## config.mk

```make
export PLATFORM = sky130hd
export DESIGN_NAME = lsu
export DESIGN_NICKNAME = d
export VERILOG_FILES = /design/src/rtl/lsu_pkg.sv /design/src/rtl/lsu_align.sv /design/src/rtl/lsu.sv
export SDC_FILE = /design/constraint.sdc
export NUM_CORES = 1
export LEC_CHECK = 0
export ABC_AREA = 1
export CORE_UTILIZATION = 45
export DETAILED_ROUTE_END_ITERATION = 8
export HOLD_SLACK_MARGIN = 0.02
export PLACE_DENSITY = 0.77
export REMOVE_ABC_BUFFERS = 1
export SYNTH_ARGS = -nofsm -noshare
export SYNTH_HDL_FRONTEND = slang
export SYNTH_SLANG_ARGS = --single-unit
```

## constraint.sdc

```tcl
create_clock -name clk -period 3.3 [get_ports clk]
set_input_delay 0.66 -clock clk [delete_from_list [all_inputs] [get_ports clk]]
set_output_delay 0.66 -clock clk [all_outputs]
set_load 0.02 [all_outputs]
```

## src/rtl/lsu_pkg.sv

```systemverilog
// lsu_pkg: shared FSM state type, RV32I load/store funct3 codes and the default timeout
package lsu_pkg;

    typedef enum logic [1:0] {
        IDLE,
        ADDR,
        DATA,
        DONE
    } lsu_state_t;

    localparam logic [2:0] F3_LB  = 3'b000;
    localparam logic [2:0] F3_LH  = 3'b001;
    localparam logic [2:0] F3_LW  = 3'b010;
    localparam logic [2:0] F3_LBU = 3'b100;
    localparam logic [2:0] F3_LHU = 3'b101;
    localparam logic [2:0] F3_SB  = 3'b000;
    localparam logic [2:0] F3_SH  = 3'b001;
    localparam logic [2:0] F3_SW  = 3'b010;

    localparam int unsigned MAX_WAIT_DEF = 255;

endpackage

```

## src/rtl/lsu_align.sv

```systemverilog
// lsu_align: combinational byte-lane logic (enables, store replication, load extract, request checks)
//   in : we, funct3, off (addr[1:0]), wdata (raw store data), rdata (raw bus word)
//   out: be, wdata_rep, misaligned, illegal, rdata_ext (aligned, extended load value)
module lsu_align import lsu_pkg::*; (
    input  logic        we,
    input  logic [2:0]  funct3,
    input  logic [1:0]  off,
    input  logic [31:0] wdata,
    input  logic [31:0] rdata,
    output logic [3:0]  be,
    output logic [31:0] wdata_rep,
    output logic        misaligned,
    output logic        illegal,
    output logic [31:0] rdata_ext
);

    logic [1:0]  size;
    logic [31:0] sh;

    // funct3[1:0] encodes the access width for both loads and stores
    assign size       = funct3[1:0];
    assign be         = size == 2'd0 ? 4'b0001 << off : size == 2'd1 ? 4'b0011 << off : 4'b1111;
    assign wdata_rep  = size == 2'd0 ? {4{wdata[7:0]}} : size == 2'd1 ? {2{wdata[15:0]}} : wdata;
    assign misaligned = (size == 2'd1 && off[0]) || (size == 2'd2 && off != 2'd0);
    assign illegal    = we ? funct3 > F3_SW : (size == 2'd3 || funct3 == 3'b110);
    assign sh         = rdata >> {off, 3'b000};
    assign rdata_ext  = funct3 == F3_LB  ? {{24{sh[7]}}, sh[7:0]} :
                        funct3 == F3_LH  ? {{16{sh[15]}}, sh[15:0]} :
                        funct3 == F3_LBU ? {24'd0, sh[7:0]} :
                        funct3 == F3_LHU ? {16'd0, sh[15:0]} : sh;

endmodule

```

## src/rtl/lsu.sv

```systemverilog
// lsu: MEM-stage load/store unit running one req/gnt/rvalid bus transaction per instruction
//   core side: req_valid/req_we/req_funct3/req_addr/req_wdata in; stall, rsp_valid/rsp_rdata/rsp_err out
//   bus side : mem_req/mem_we/mem_addr/mem_be/mem_wdata out; mem_gnt/mem_rvalid/mem_rdata in
//   rst is asynchronous and active-low; MAX_WAIT bounds the cycles spent in ADDR+DATA
module lsu import lsu_pkg::*; #(
    parameter int unsigned MAX_WAIT = MAX_WAIT_DEF
) (
    input  logic        clk,
    input  logic        rst,
    input  logic        req_valid,
    input  logic        req_we,
    input  logic [2:0]  req_funct3,
    input  logic [31:0] req_addr,
    input  logic [31:0] req_wdata,
    output logic        stall,
    output logic        rsp_valid,
    output logic [31:0] rsp_rdata,
    output logic        rsp_err,
    output logic        mem_req,
    output logic        mem_we,
    output logic [31:0] mem_addr,
    output logic [3:0]  mem_be,
    output logic [31:0] mem_wdata,
    input  logic        mem_gnt,
    input  logic        mem_rvalid,
    input  logic [31:0] mem_rdata
);

    localparam logic [15:0] LAST = 16'(MAX_WAIT - 1);

    lsu_state_t  state, nxt;
    logic        we_q, err_q;
    logic [2:0]  f3_q;
    logic [1:0]  off_q;
    logic [3:0]  be_q, be;
    logic [29:0] addr_q;
    logic [31:0] wdata_q, rdata_q, wdata_rep, rdata_ext;
    logic [15:0] cnt;
    logic        idle, busy, tmo, misaligned, illegal;

    assign idle = state == IDLE;
    assign busy = state == ADDR || state == DATA;
    assign tmo  = busy && cnt == LAST;

    // One aligner serves both request capture (live inputs) and load return (registered request)
    lsu_align u_align (
        .we        (idle ? req_we : we_q),
        .funct3    (idle ? req_funct3 : f3_q),
        .off       (idle ? req_addr[1:0] : off_q),
        .wdata     (req_wdata),
        .rdata     (mem_rdata),
        .be        (be),
        .wdata_rep (wdata_rep),
        .misaligned(misaligned),
        .illegal   (illegal),
        .rdata_ext (rdata_ext)
    );

    always_ff @(posedge clk or negedge rst) begin
        if (!rst) state <= IDLE;
        else      state <= nxt;
    end

    // Timeout outranks a same-cycle grant; a same-cycle rvalid still completes the load
    always_comb begin
        nxt = state;
        case (state)
            IDLE:    nxt = !req_valid ? IDLE : (misaligned || illegal) ? DONE : ADDR;
            ADDR:    nxt = tmo ? DONE : mem_gnt ? DATA : ADDR;
            DATA:    nxt = (mem_rvalid || tmo) ? DONE : DATA;
            default: nxt = IDLE;
        endcase
    end

    always_ff @(posedge clk or negedge rst) begin
        if (!rst) begin
            we_q    <= 1'b0;
            f3_q    <= 3'd0;
            off_q   <= 2'd0;
            be_q    <= 4'd0;
            addr_q  <= 30'd0;
            wdata_q <= 32'd0;
            rdata_q <= 32'd0;
            err_q   <= 1'b0;
            cnt     <= 16'd0;
        end else begin
            cnt <= busy ? cnt + 16'd1 : 16'd0;
            if (idle && req_valid) begin
                we_q    <= req_we;
                f3_q    <= req_funct3;
                off_q   <= req_addr[1:0];
                be_q    <= be;
                addr_q  <= req_addr[31:2];
                wdata_q <= wdata_rep;
                rdata_q <= 32'd0;
                err_q   <= misaligned || illegal;
            end else if (state == DATA && mem_rvalid) begin
                rdata_q <= we_q ? 32'd0 : rdata_ext;
                err_q   <= 1'b0;
            end else if (tmo) begin
                rdata_q <= 32'd0;
                err_q   <= 1'b1;
            end
        end
    end

    // All outputs decode from state, so an asynchronous reset clears them at once
    assign stall     = rst && req_valid && state != DONE;
    assign rsp_valid = state == DONE;
    assign rsp_err   = rsp_valid && err_q;
    assign rsp_rdata = rsp_valid ? rdata_q : 32'd0;
    assign mem_req   = state == ADDR;
    assign mem_we    = mem_req && we_q;
    assign mem_addr  = mem_req ? {addr_q, 2'b00} : 32'd0;
    assign mem_be    = mem_req ? be_q : 4'd0;
    assign mem_wdata = mem_req ? wdata_q : 32'd0;

endmodule

```

==> results.py, run 1 <==
metrics = {
    "power_and_ir_drop": {
        "peakVddDrop_mv": 0.6042,
        "finalPower_uw": 8358,
        "p_leak_uw": 0.005408,
        "powerDensity_nw_per_um2": 853.0,
    },
    "detailed_routing": {
        "wire_per_inst_um": 14.19,
        "drcViolationCount": 0,
        "drtIter0Drc": 578,
        "drt_first_pass_iters": 6,
        "drt.antenna.violating_nets": 0,
        "vias_per_cell": 4.941,
        "vias": 7056,
        "routed_wl_mm": 20.26,
    },
    "status": {
        "status": "finished, final reports clean",
    },
    "critical_path": {
        "critPathRequiredTime_ps": 2640,
        "crit_path_end_kind": "output port",
        "arrival_ps": 2280,
        "crit_fanout": 34,
        "r2r_start": "state[0]$_DFF_PN0_",
        "startpoint_type": "flip-flop",
        "reg2reg_depth": 11,
        "rr_endpoint": "rdata_q[20]$_DFFE_PN0P_",
        "regToRegSetupSlack_ps": 630,
        "path_class": "flip-flop to output port",
    },
    "sta": {
        "hold_violations": 0,
        "fin_skew_ps": 8.152,
        "maxSlewHeadroom": 0.2938,
        "slew_violations": 0,
        "worst_pin_slew_ps": 1058,
        "fmax_mhz": 339.6,
        "setup_viol": 0,
        "fin_crit_sh": 0.8923,
        "worst_slack_ps": 355.5,
        "fin_hold_ws_ps": 357.3,
        "tns_ps": 0,
        "grt_setup_unrepaired": "false",
        "final.min_clock_period_ps": 2944,
    },
    "synthesis": {
        "syn_avg_cell_area_um2": 6.749,
        "yosysTopAreaCellShare": 0.4390,
        "yosysTopAreaCell": "dfrtp_1",
        "netlist_top_cells_area": "dfrtp_1 (44%), nand2_1 (26%), inv_1 (7.4%)",
        "ys_types": 33,
        "synthesis.area_um2": 7012,
        "ys_seq_elements": 123,
        "ys_seq_area_frac": 0.4390,
        "netlist_instances": 1039,
        "yosys_warnings": 0,
    },
    "global_routing": {
        "grt_pass1_wl_mm": 33.11,
        "grt_pass1_vias": 6794,
        "grt_max_degree": 124,
        "overflow": 0,
        "grt_usage": 0.2631,
        "antenna_found_initial": 1,
    },
    "clocking": {
        "insertion_delay_ps": 430,
        "cts_sinks": 123,
        "cts_resized": 0,
        "clk_pin_slew_ps": 60,
        "postCtsSetupRepairBufs": 0,
        "clockBufferDepth": 2,
        "cts_tree": "built",
        "cts_root_buf": "clkbuf_16",
        "cts_buffers": 17,
        "cts_hold_buf": 0,
        "cts_max_level": 4,
    },
    "finish": {
        "final_nets": 1340,
        "drive_gt1_frac": 0.05408,
        "fin_util": 0.6445,
        "synthToLayoutAreaGrowth_pct": 39.74,
    },
    "die": {
        "core.rowCount": 45,
        "initial_core_util": 0.4612,
        "die_w_um": 126.8,
        "ios": 210,
        "dieArea_um2": 16080,
        "core_area_um2": 15200,
        "die_h_um": 126.8,
    },
    "placement": {
        "io_buffers": 207,
        "dp_hpwl_mm": 13.74,
        "gp_congestion": 0.8514,
        "post-place-ws_ps": 581.7,
    },
    "job": {
        "maxCapViolCount": 0,
    },
    "worst_hold_path": {
        "hold_class": "input pin to async pin",
    },
}
==> worst max path at each step <==
stage	endpoint	slack [ps]	start
6_report	rsp_rdata[13]	360	state[0]$_DFF_PN0_
5_1_grt	rsp_rdata[13]	220	state[0]$_DFF_PN0_
4_1_cts	rsp_rdata[13]	320	state[0]$_DFF_PN0_
3_5_place_dp	rdata_q[17]$_DFFE_PN0P_	580	req_addr[1]
3_3_place_gp	rdata_q[21]$_DFFE_PN0P_	660	req_addr[1]
2_1_floorplan	rdata_q[16]$_DFFE_PN0P_	-170	state[0]$_DFF_PN0_
==> report_power, final <==
group	internal [µW]	switching (µW)	total, µW
registers	2120	349	2470
logic	1400	2530	3940
clock network	1250	707	1950
==> cells in the final DEF (no fill, tap or decap), types with 3 or more instances in the layout <==
| cell type | instances |
|---|---|
| a21oi_1 | 40 |
| a31oi_1 | 23 |
| buf_4 | 11 |
| bufinv_16 | 3 |
| clkbuf_16 | 17 |
| clkbuf_8 | 3 |
| clkdlybuf4s50_1 | 206 |
| clkinvlp_4 | 4 |
| dfrtp_1 | 123 |
| ha_1 | 8 |
| inv_1 | 138 |
| inv_2 | 4 |
| nand2_1 | 492 |
| nand2_2 | 6 |
| nand3_1 | 17 |
| nand4_1 | 4 |
| nor2_1 | 55 |
| nor2_4 | 3 |
| nor3_1 | 6 |
| o211ai_1 | 8 |
| o21ai_0 | 25 |
| o21ai_1 | 16 |
| o21ai_2 | 3 |
==> logic make-up (layout without fill, tap and decap cells) <==
family                     count (synthesis)  in the layout  synth area share
DFF                                      123            123            0.4390
AOI/OAI and AO/OA                        121            121           0.09761
xor gates and xnor gates                   1              1          0.001249
and+or+nand+nor                          589            589            0.3319
buffers and inverters                    195            394            0.1137
other                                      1              3         0.0005348
adders and majority gates                  9              9           0.01606
==> per-stage QoR <==
step	area, µm²	std cells
floorplan	6758	988
global placement	9183	1395
detailed placement	9183	1395
CTS	9796	1427
global route	9798	1428
finish	9798	1428
==> Yosys cell counts <==
library cell and instances:
nand2_1 493, inv_1 138, dfrtp_1 123, nor2_1 55, a21oi_1 40, o21ai_0 25
a31oi_1 23, clkbuf_1 21, nand3_1 17, o21ai_1 16, buf_2 14, buf_1 9
ha_1 9, o211ai_1 8, nor3_1 6, nand2_2 5, buf_4 4, buf_6 4
inv_2 4, nand4_1 4, nor2_4 3, o21ai_2 3, a211oi_1 2, nand2_4 2
nand3_2 2, o221ai_1 2, a22o_1 1, conb_1 1, inv_4 1, nor2_2 1
nor3_4 1, o21a_1 1, xor2_1 1
==> per-layer routing <==
layer / vias up / global-route usage / routed length [µm]
met1: 3246 / 0.3247 / 8598
met4: 0 / 0.1148 / 632
met3: 41 / 0.09026 / 1632
met2: 244 / 0.4182 / 9399
met5: - / 0 / 0
li1: 3525 / - / -
==> registers in the layout (all words and copies together) (netlist names) <==
signal,count
addr_q,30
be_q,4
we_q,1
cnt,16
off_q,2
err_q,1
state,2
wdata_q,32
rdata_q,32
f3_q,3
==> worst max-delay path, cell delays in order (launching register included) <==
cell and delay (ps):
dfrtp_1 380, ha_1 270, buf_4 380, nand2_1 130, inv_1 80, clkdlybuf4s50_1 600
==> area by class of cell <==
type	count	area, µm²
fillers	1312	5404
inverters	143	539.3
well taps	188	235.2
clock inverters	10	138.9
diodes	1	2.502
flip-flops and latches	123	3078
multi-input cells	722	3146
repair buffers	219	2185
clock buffers	22	474.2
Power figures use the tool's default switching activity.
==> inputs of run 2 (changes only) <==
--- a/config.mk
+++ b/config.mk
@@ -7,10 +7,12 @@
 export LEC_CHECK = 0
 export ABC_AREA = 1
 export CORE_UTILIZATION = 45
+export CTS_CLUSTER_SIZE = 8
 export DETAILED_ROUTE_END_ITERATION = 8
 export HOLD_SLACK_MARGIN = 0.02
-export PLACE_DENSITY = 0.77
+export PLACE_DENSITY = 0.76
 export REMOVE_ABC_BUFFERS = 1
 export SYNTH_ARGS = -nofsm -noshare
 export SYNTH_HDL_FRONTEND = slang
+export SYNTH_HIERARCHICAL = 1
 export SYNTH_SLANG_ARGS = --single-unit
==> run 2 against run 1 <==
Effect of this change:
- critical path depth increased by 1
- first-iteration DRC count decreased by 2.2%
- fmax decreased by 3.5%
- worst setup slack got worse by 110 ps
- sequential share of layout area decreased by 1.1 points
- via count increased by 4.8%
- non-clock buffer count increased by 3
- combinational power increased by 5.8%
==> results.py, run 2 <==
metrics = {
    "finish": {
        "fin_cells": 1516,
        "drive_gt1_frac": 0.06774,
        "final_common_cell": "nand2_1",
        "final_nets": 1401,
        "layout_common_cells": "nand2_1 (475), clkdlybuf4s50_1 (206), inv_1 (176), dfrtp_1 (123), nand3_1 (61)",
        "synthToLayoutAreaGrowth_pct": 35.95,
        "fillerInstances": 1465,
        "reg_top3": "rdata_q x32, wdata_q x32, addr_q x30",
    },
    "die": {
        "ios": 210,
        "dieArea_um2": 17100,
        "core_area_um2": 16060,
        "die_w_um": 130.8,
        "die_h_um": 130.8,
        "initial_core_util": 0.4647,
        "core.rowCount": 46,
    },
    "sta": {
        "worst_pin_slew_ps": 894.2,
        "hold_violations": 0,
        "fmax_mhz": 327.7,
        "slew_violations": 0,
        "worst_slack_ps": 248.5,
        "fin_skew_ps": 7.755,
        "fin_crit_sh": 0.9247,
        "final.min_clock_period_ps": 3051,
        "setup_viol": 0,
        "maxSlewHeadroom": 0.4038,
        "grt_setup_unrepaired": "false",
    },
    "detailed_routing": {
        "drt.antenna.violating_nets": 0,
        "vias_per_cell": 4.878,
        "routed_wl_mm": 20.82,
        "drtIter0Drc": 565,
        "vias": 7395,
        "wire_per_inst_um": 13.73,
        "drcViolationCount": 0,
        "drt_first_pass_iters": 5,
    },
    "clocking": {
        "cts_hold_buf": 0,
        "clockBufferDepth": 2,
        "cts_buffers": 17,
        "insertion_delay_ps": 420,
        "cts_resized": 0,
        "cts_max_level": 4,
        "postCtsSetupRepairBufs": 0,
        "cts_tree": "built",
        "clk_pin_slew_ps": 60,
        "cts_sinks": 123,
        "cts_root_buf": "clkbuf_16",
    },
    "synthesis": {
        "syn_avg_cell_area_um2": 6.693,
        "yosysMostFrequentCell": "nand2_1",
        "netlist_instances": 1115,
        "ys_seq_area_frac": 0.4125,
        "synthXorXnorAreaFrac": 0,
        "ys_types": 36,
        "synth_commonest_cells": "nand2_1 (475), inv_1 (176), dfrtp_1 (123)",
        "synthSimpleGateAreaFrac": 0.3369,
        "yosysTopAreaCellShare": 0.4125,
        "yosysTopAreaCell": "dfrtp_1",
        "netlist_top_cells_area": "dfrtp_1 (41%), nand2_1 (24%), inv_1 (8.9%)",
        "muxShareOfSynthArea": 0,
        "synthesis.area_um2": 7462,
        "synth_top_family_by_area": "simple AND/OR/NAND/NOR gates",
        "synth-compound-area-share": 0.08233,
        "synth_edf_count": 0,
        "ys_seq_elements": 123,
        "synth_ff_type": "dfrtp_1",
        "yosys_warnings": 6,
        "async_reset_ff_frac": 1.000,
        "synthAdderAreaFrac": 0.01677,
    },
    "status": {
        "status": "finished, final reports clean",
    },
    "global_routing": {
        "grt_max_degree": 77,
        "grt_usage": 0.2530,
        "grt_pass1_wl_mm": 33.46,
        "grt_pass1_vias": 6817,
        "overflow": 0,
        "antenna_found_initial": 1,
    },
    "job": {
        "maxCapViolCount": 0,
    },
    "placement": {
        "dp_hpwl_mm": 14.04,
        "dp.cells": 1483,
        "gp_congestion": 0.8465,
        "io_buffers": 207,
        "post-place-ws_ps": 581.0,
    },
    "power_and_ir_drop": {
        "powerDensity_nw_per_um2": 844.5,
        "p_leak_uw": 0.005729,
        "peakVddDrop_mv": 0.5741,
    },
    "critical_path": {
        "cpLargestDelayFamily": "buffers and inverters",
        "path_common_cell": "inv_1",
        "crit_buf_inv": 4,
        "path_class": "flip-flop to output port",
        "critPathRequiredTime_ps": 2640,
        "cpMaxStageDelayCell": "clkdlybuf4s50_1",
        "crit_fanout": 37,
        "path_cells": "inv_1, ha_2, buf_12, nand2_1, inv_1, clkdlybuf4s50_1",
        "crit_path_end_kind": "output port",
        "arrival_ps": 2390,
        "slowest_delay_ps": 610,
        "startpoint_type": "flip-flop",
    },
    "worst_hold_path": {
        "hold_class": "input pin to async pin",
    },
}
## run 2: final timing paths
kind                                          from                 endpoint  slack (ps)  cells after the start
setup / recovery                state[1]$_DFF_PN0_                mem_be[2]         250                      6
min in group clk           wdata_q[12]$_DFFE_PN0P_  wdata_q[12]$_DFFE_PN0P_         480                      2
hold reg to reg            wdata_q[12]$_DFFE_PN0P_  wdata_q[12]$_DFFE_PN0P_         480                      2
hold / removal                                 rst    addr_q[2]$_DFFE_PN0P_         460                      2
max in group asynchronous                      rst   wdata_q[7]$_DFFE_PN0P_        2210                      2
setup reg to reg                state[1]$_DFF_PN0_  rdata_q[31]$_DFFE_PN0P_         550                     14
## run 2: metrics by stage
| stage | power [µW] | hold slack, ps | TNS, ps | utilization | instance area (µm²) |
|---|---|---|---|---|---|
| finish | 8567 | 464.2 | 0 | 0.6318 | 10140 |
| global placement | 6482 | 461.9 | 0 | 0.5928 | 9519 |
| floorplan | 5146 | 364.4 | -42.30 | - | 7028 |
| CTS | 8605 | 481.3 | 0 | 0.6316 | 10140 |
| global route | 9271 | 491.9 | 0 | 0.6318 | 10140 |
| detailed placement | 6568 | 465.3 | 0 | 0.5928 | 9519 |
## run 2: cells by family (layout without fill, tap and decap cells)
| kind of cell | count (synthesis) | count (layout) |
|---|---|---|
| buf+inv | 254 | 437 |
| compound gates | 111 | 111 |
| other cells | 1 | 3 |
| simple gates | 616 | 616 |
| flops | 123 | 123 |
| fa+ha+maj | 10 | 10 |
## run 2: layer usage
metal | global-route usage | up-vias | wire (µm)
met5 | 0 | - | 0
met4 | 0.1183 | 0 | 688
met3 | 0.04601 | 44 | 1191
met2 | 0.4149 | 253 | 10070
met1 | 0.3246 | 3426 | 8869
li1 | - | 3672 | -
## run 2: where the power goes
group | switching, µW | internal, µW
registers | 326 | 2090
clock network | 716 | 1270
logic | 2680 | 1480
## run 2: layout make-up
type	count	area, µm²	area share
repair buffers	222	2207	0.2176
multi-input cells	739	3274	0.3228
clock inverters	13	190.2	0.01875
flip-flops and latches	123	3078	0.3034
inverters	183	689.4	0.06796
clock buffers	19	432.9	0.04267
well taps	216	270.3	0.02664
diodes	1	2.502	0.0002467
==> inputs of run 3 (changes only) <==
--- a/config.mk
+++ b/config.mk
@@ -6,6 +6,7 @@
 export NUM_CORES = 1
 export LEC_CHECK = 0
 export ABC_AREA = 1
+export CORE_ASPECT_RATIO = 1.4
 export CORE_UTILIZATION = 45
 export CTS_CLUSTER_SIZE = 8
 export DETAILED_ROUTE_END_ITERATION = 8
==> constraint.sdc (replaced) <==
create_clock -name clk -period 3.6 [get_ports clk]
set_input_delay 0.72 -clock clk [delete_from_list [all_inputs] [get_ports clk]]
set_output_delay 0.72 -clock clk [all_outputs]
set_load 0.02 [all_outputs]
==> run 3 against run 2 <==
Effect of this change:
- combinational power down 9.4%
- register-to-register slack improved by 360 ps
- final cell count down 1.3%
- largest cell class unchanged
- highest routed layer unchanged
==> results.py, run 3 (synthesis gave the netlist of run 2 again) <==
metrics = {
    "status": {
        "status": "finished, final reports clean",
    },
    "finish": {
        "layout_common_cells": "nand2_1 (475), clkdlybuf4s50_1 (206), inv_1 (176), dfrtp_1 (123), nand3_1 (61)",
        "synthToLayoutAreaGrowth_pct": 34.12,
        "drive_gt1_frac": 0.06708,
        "reg_top3": "rdata_q x32, wdata_q x32, addr_q x30",
        "fin_util": 0.6189,
        "final_common_cell": "nand2_1",
        "final_nets": 1399,
    },
    "power_and_ir_drop": {
        "p_leak_uw": 0.005675,
        "finalPower_uw": 7523,
        "powerDensity_nw_per_um2": 751.6,
        "peakVddDrop_mv": 0.5795,
    },
    "global_routing": {
        "grt_pass1_wl_mm": 33.95,
        "grt_max_degree": 70,
        "grt_usage": 0.2456,
        "overflow": 0,
        "antenna_found_initial": 1,
        "grt_pass1_vias": 6959,
    },
    "critical_path": {
        "r2r_start": "state[0]$_DFF_PN0_",
        "startpoint_type": "flip-flop",
        "crit_path_end_kind": "output port",
        "critPathRequiredTime_ps": 2880,
        "regToRegSetupSlack_ps": 910,
        "crit_end": "mem_wdata[23]",
        "startpoint": "state[1]$_DFF_PN0_",
        "reg2reg_depth": 10,
        "arrival_ps": 2370,
        "slowest_delay_ps": 660,
        "crit_fanout": 61,
        "rr_endpoint": "state[1]$_DFF_PN0_",
        "path_class": "flip-flop to output port",
        "path_common_cell": "inv_1",
        "cpMaxStageDelayCell": "clkdlybuf4s50_1",
        "path_cells": "inv_1, ha_2, buf_12, nand2_1, inv_1, clkdlybuf4s50_1",
    },
    "detailed_routing": {
        "wire_per_inst_um": 13.86,
        "drt_first_pass_iters": 5,
        "drt.antenna.violating_nets": 0,
        "drtIter0Drc": 479,
        "vias_per_cell": 4.912,
        "drcViolationCount": 0,
        "routed_wl_mm": 20.74,
        "vias": 7354,
    },
    "clocking": {
        "cts_tree": "built",
        "postCtsSetupRepairBufs": 0,
        "cts_resized": 0,
        "cts_hold_buf": 0,
        "cts_buffers": 17,
        "cts_root_buf": "clkbuf_16",
        "cts_sinks": 123,
        "insertion_delay_ps": 410,
        "clockBufferDepth": 2,
        "cts_max_level": 4,
        "clk_pin_slew_ps": 60,
    },
    "sta": {
        "slew_violations": 0,
        "fin_hold_ws_ps": 478.5,
        "fin_skew_ps": 9.760,
        "worst_pin_slew_ps": 859.3,
        "hold_violations": 0,
        "fmax_mhz": 323.2,
        "final.min_clock_period_ps": 3094,
        "fin_crit_sh": 0.8594,
        "grt_setup_unrepaired": "false",
        "setup_viol": 0,
        "tns_ps": 0,
        "maxSlewHeadroom": 0.4271,
    },
    "die": {
        "core_area_um2": 16170,
        "dieArea_um2": 17110,
        "core.rowCount": 55,
        "die_w_um": 110.8,
        "initial_core_util": 0.4614,
        "ios": 210,
        "die_h_um": 154.4,
    },
    "job": {
        "maxCapViolCount": 0,
    },
    "placement": {
        "io_buffers": 207,
        "gp_congestion": 0.8504,
        "dp_hpwl_mm": 14.23,
    },
    "worst_hold_path": {
        "hold_class": "flip-flop to flip-flop",
    },
}
run 3: cell count changes in the layout (fill, tap and decap cells not counted), sizes merged:
| cell | change |
|---|---|
| buf | -2 |
| bufinv | -4 |
| clkbuf | -2 |
| clkinv | +3 |
| clkinvlp | +1 |
| inv | +2 |
run 3: final cells by class:
class                      count  area, µm²
sequential                   123       3078
timing repair buffer         220       2180
clock inverter                15      113.9
multi-input combinational    739       3271
tap                          199      249.0
inverter                     183      689.4
fill                        1472       6163
clock buffer                  17      425.4
antenna                        1      2.502
run 3: routing by layer:
layer / track usage / share of wire / up-vias
met5: 0 / 0 / -
met3: 0.03056 / 0.039 / 48
met1: 0.3002 / 0.41 / 3389
li1: - / - / 3682
met4: 0.1302 / 0.041 / 0
met2: 0.4227 / 0.51 / 235
run 3: metrics by stage:
stage          instance area, µm²  std cells  setup WS [ps]
2_1_floorplan                7028       1045          275.4
3_3_place_gp                 9467       1464          809.8
3_5_place_dp                 9467       1464          765.7
4_1_cts                     10010       1496          486.9
5_1_grt                     10010       1497          383.3
6_report                    10010       1497          506.2
run 3: where the power goes:
group          switching (µW)  total (µW)  leakage (µW)  internal [µW]
combinational            2450        3780       0.00382           1330
sequential                281        2190       0.00159           1910
clock                     664        1550      0.000265            888
run 3: critical path, delay by kind of cell, from the launching register on:
kind | cells | cell delay, ps
adder cells (fa/ha/maj) | 1 | 350
flip-flops | 1 | 390
AND/OR/NAND/NOR | 1 | 80
buffers and inverters | 4 | 1130
run 3: how the worst min path moves through the flow:
stage | start | slack (ps) | to | depth (start not counted)
after global placement | addr_q[14]$_DFFE_PN0P_ | 460 | addr_q[14]$_DFFE_PN0P_ | 2
after CTS | addr_q[22]$_DFFE_PN0P_ | 480 | addr_q[22]$_DFFE_PN0P_ | 2
after detailed placement | addr_q[3]$_DFFE_PN0P_ | 470 | addr_q[3]$_DFFE_PN0P_ | 2
after global routing | addr_q[24]$_DFFE_PN0P_ | 490 | addr_q[24]$_DFFE_PN0P_ | 2
final | addr_q[22]$_DFFE_PN0P_ | 480 | addr_q[22]$_DFFE_PN0P_ | 2
after floorplan | rst | 420 | addr_q[0]$_DFFE_PN0P_ | 0
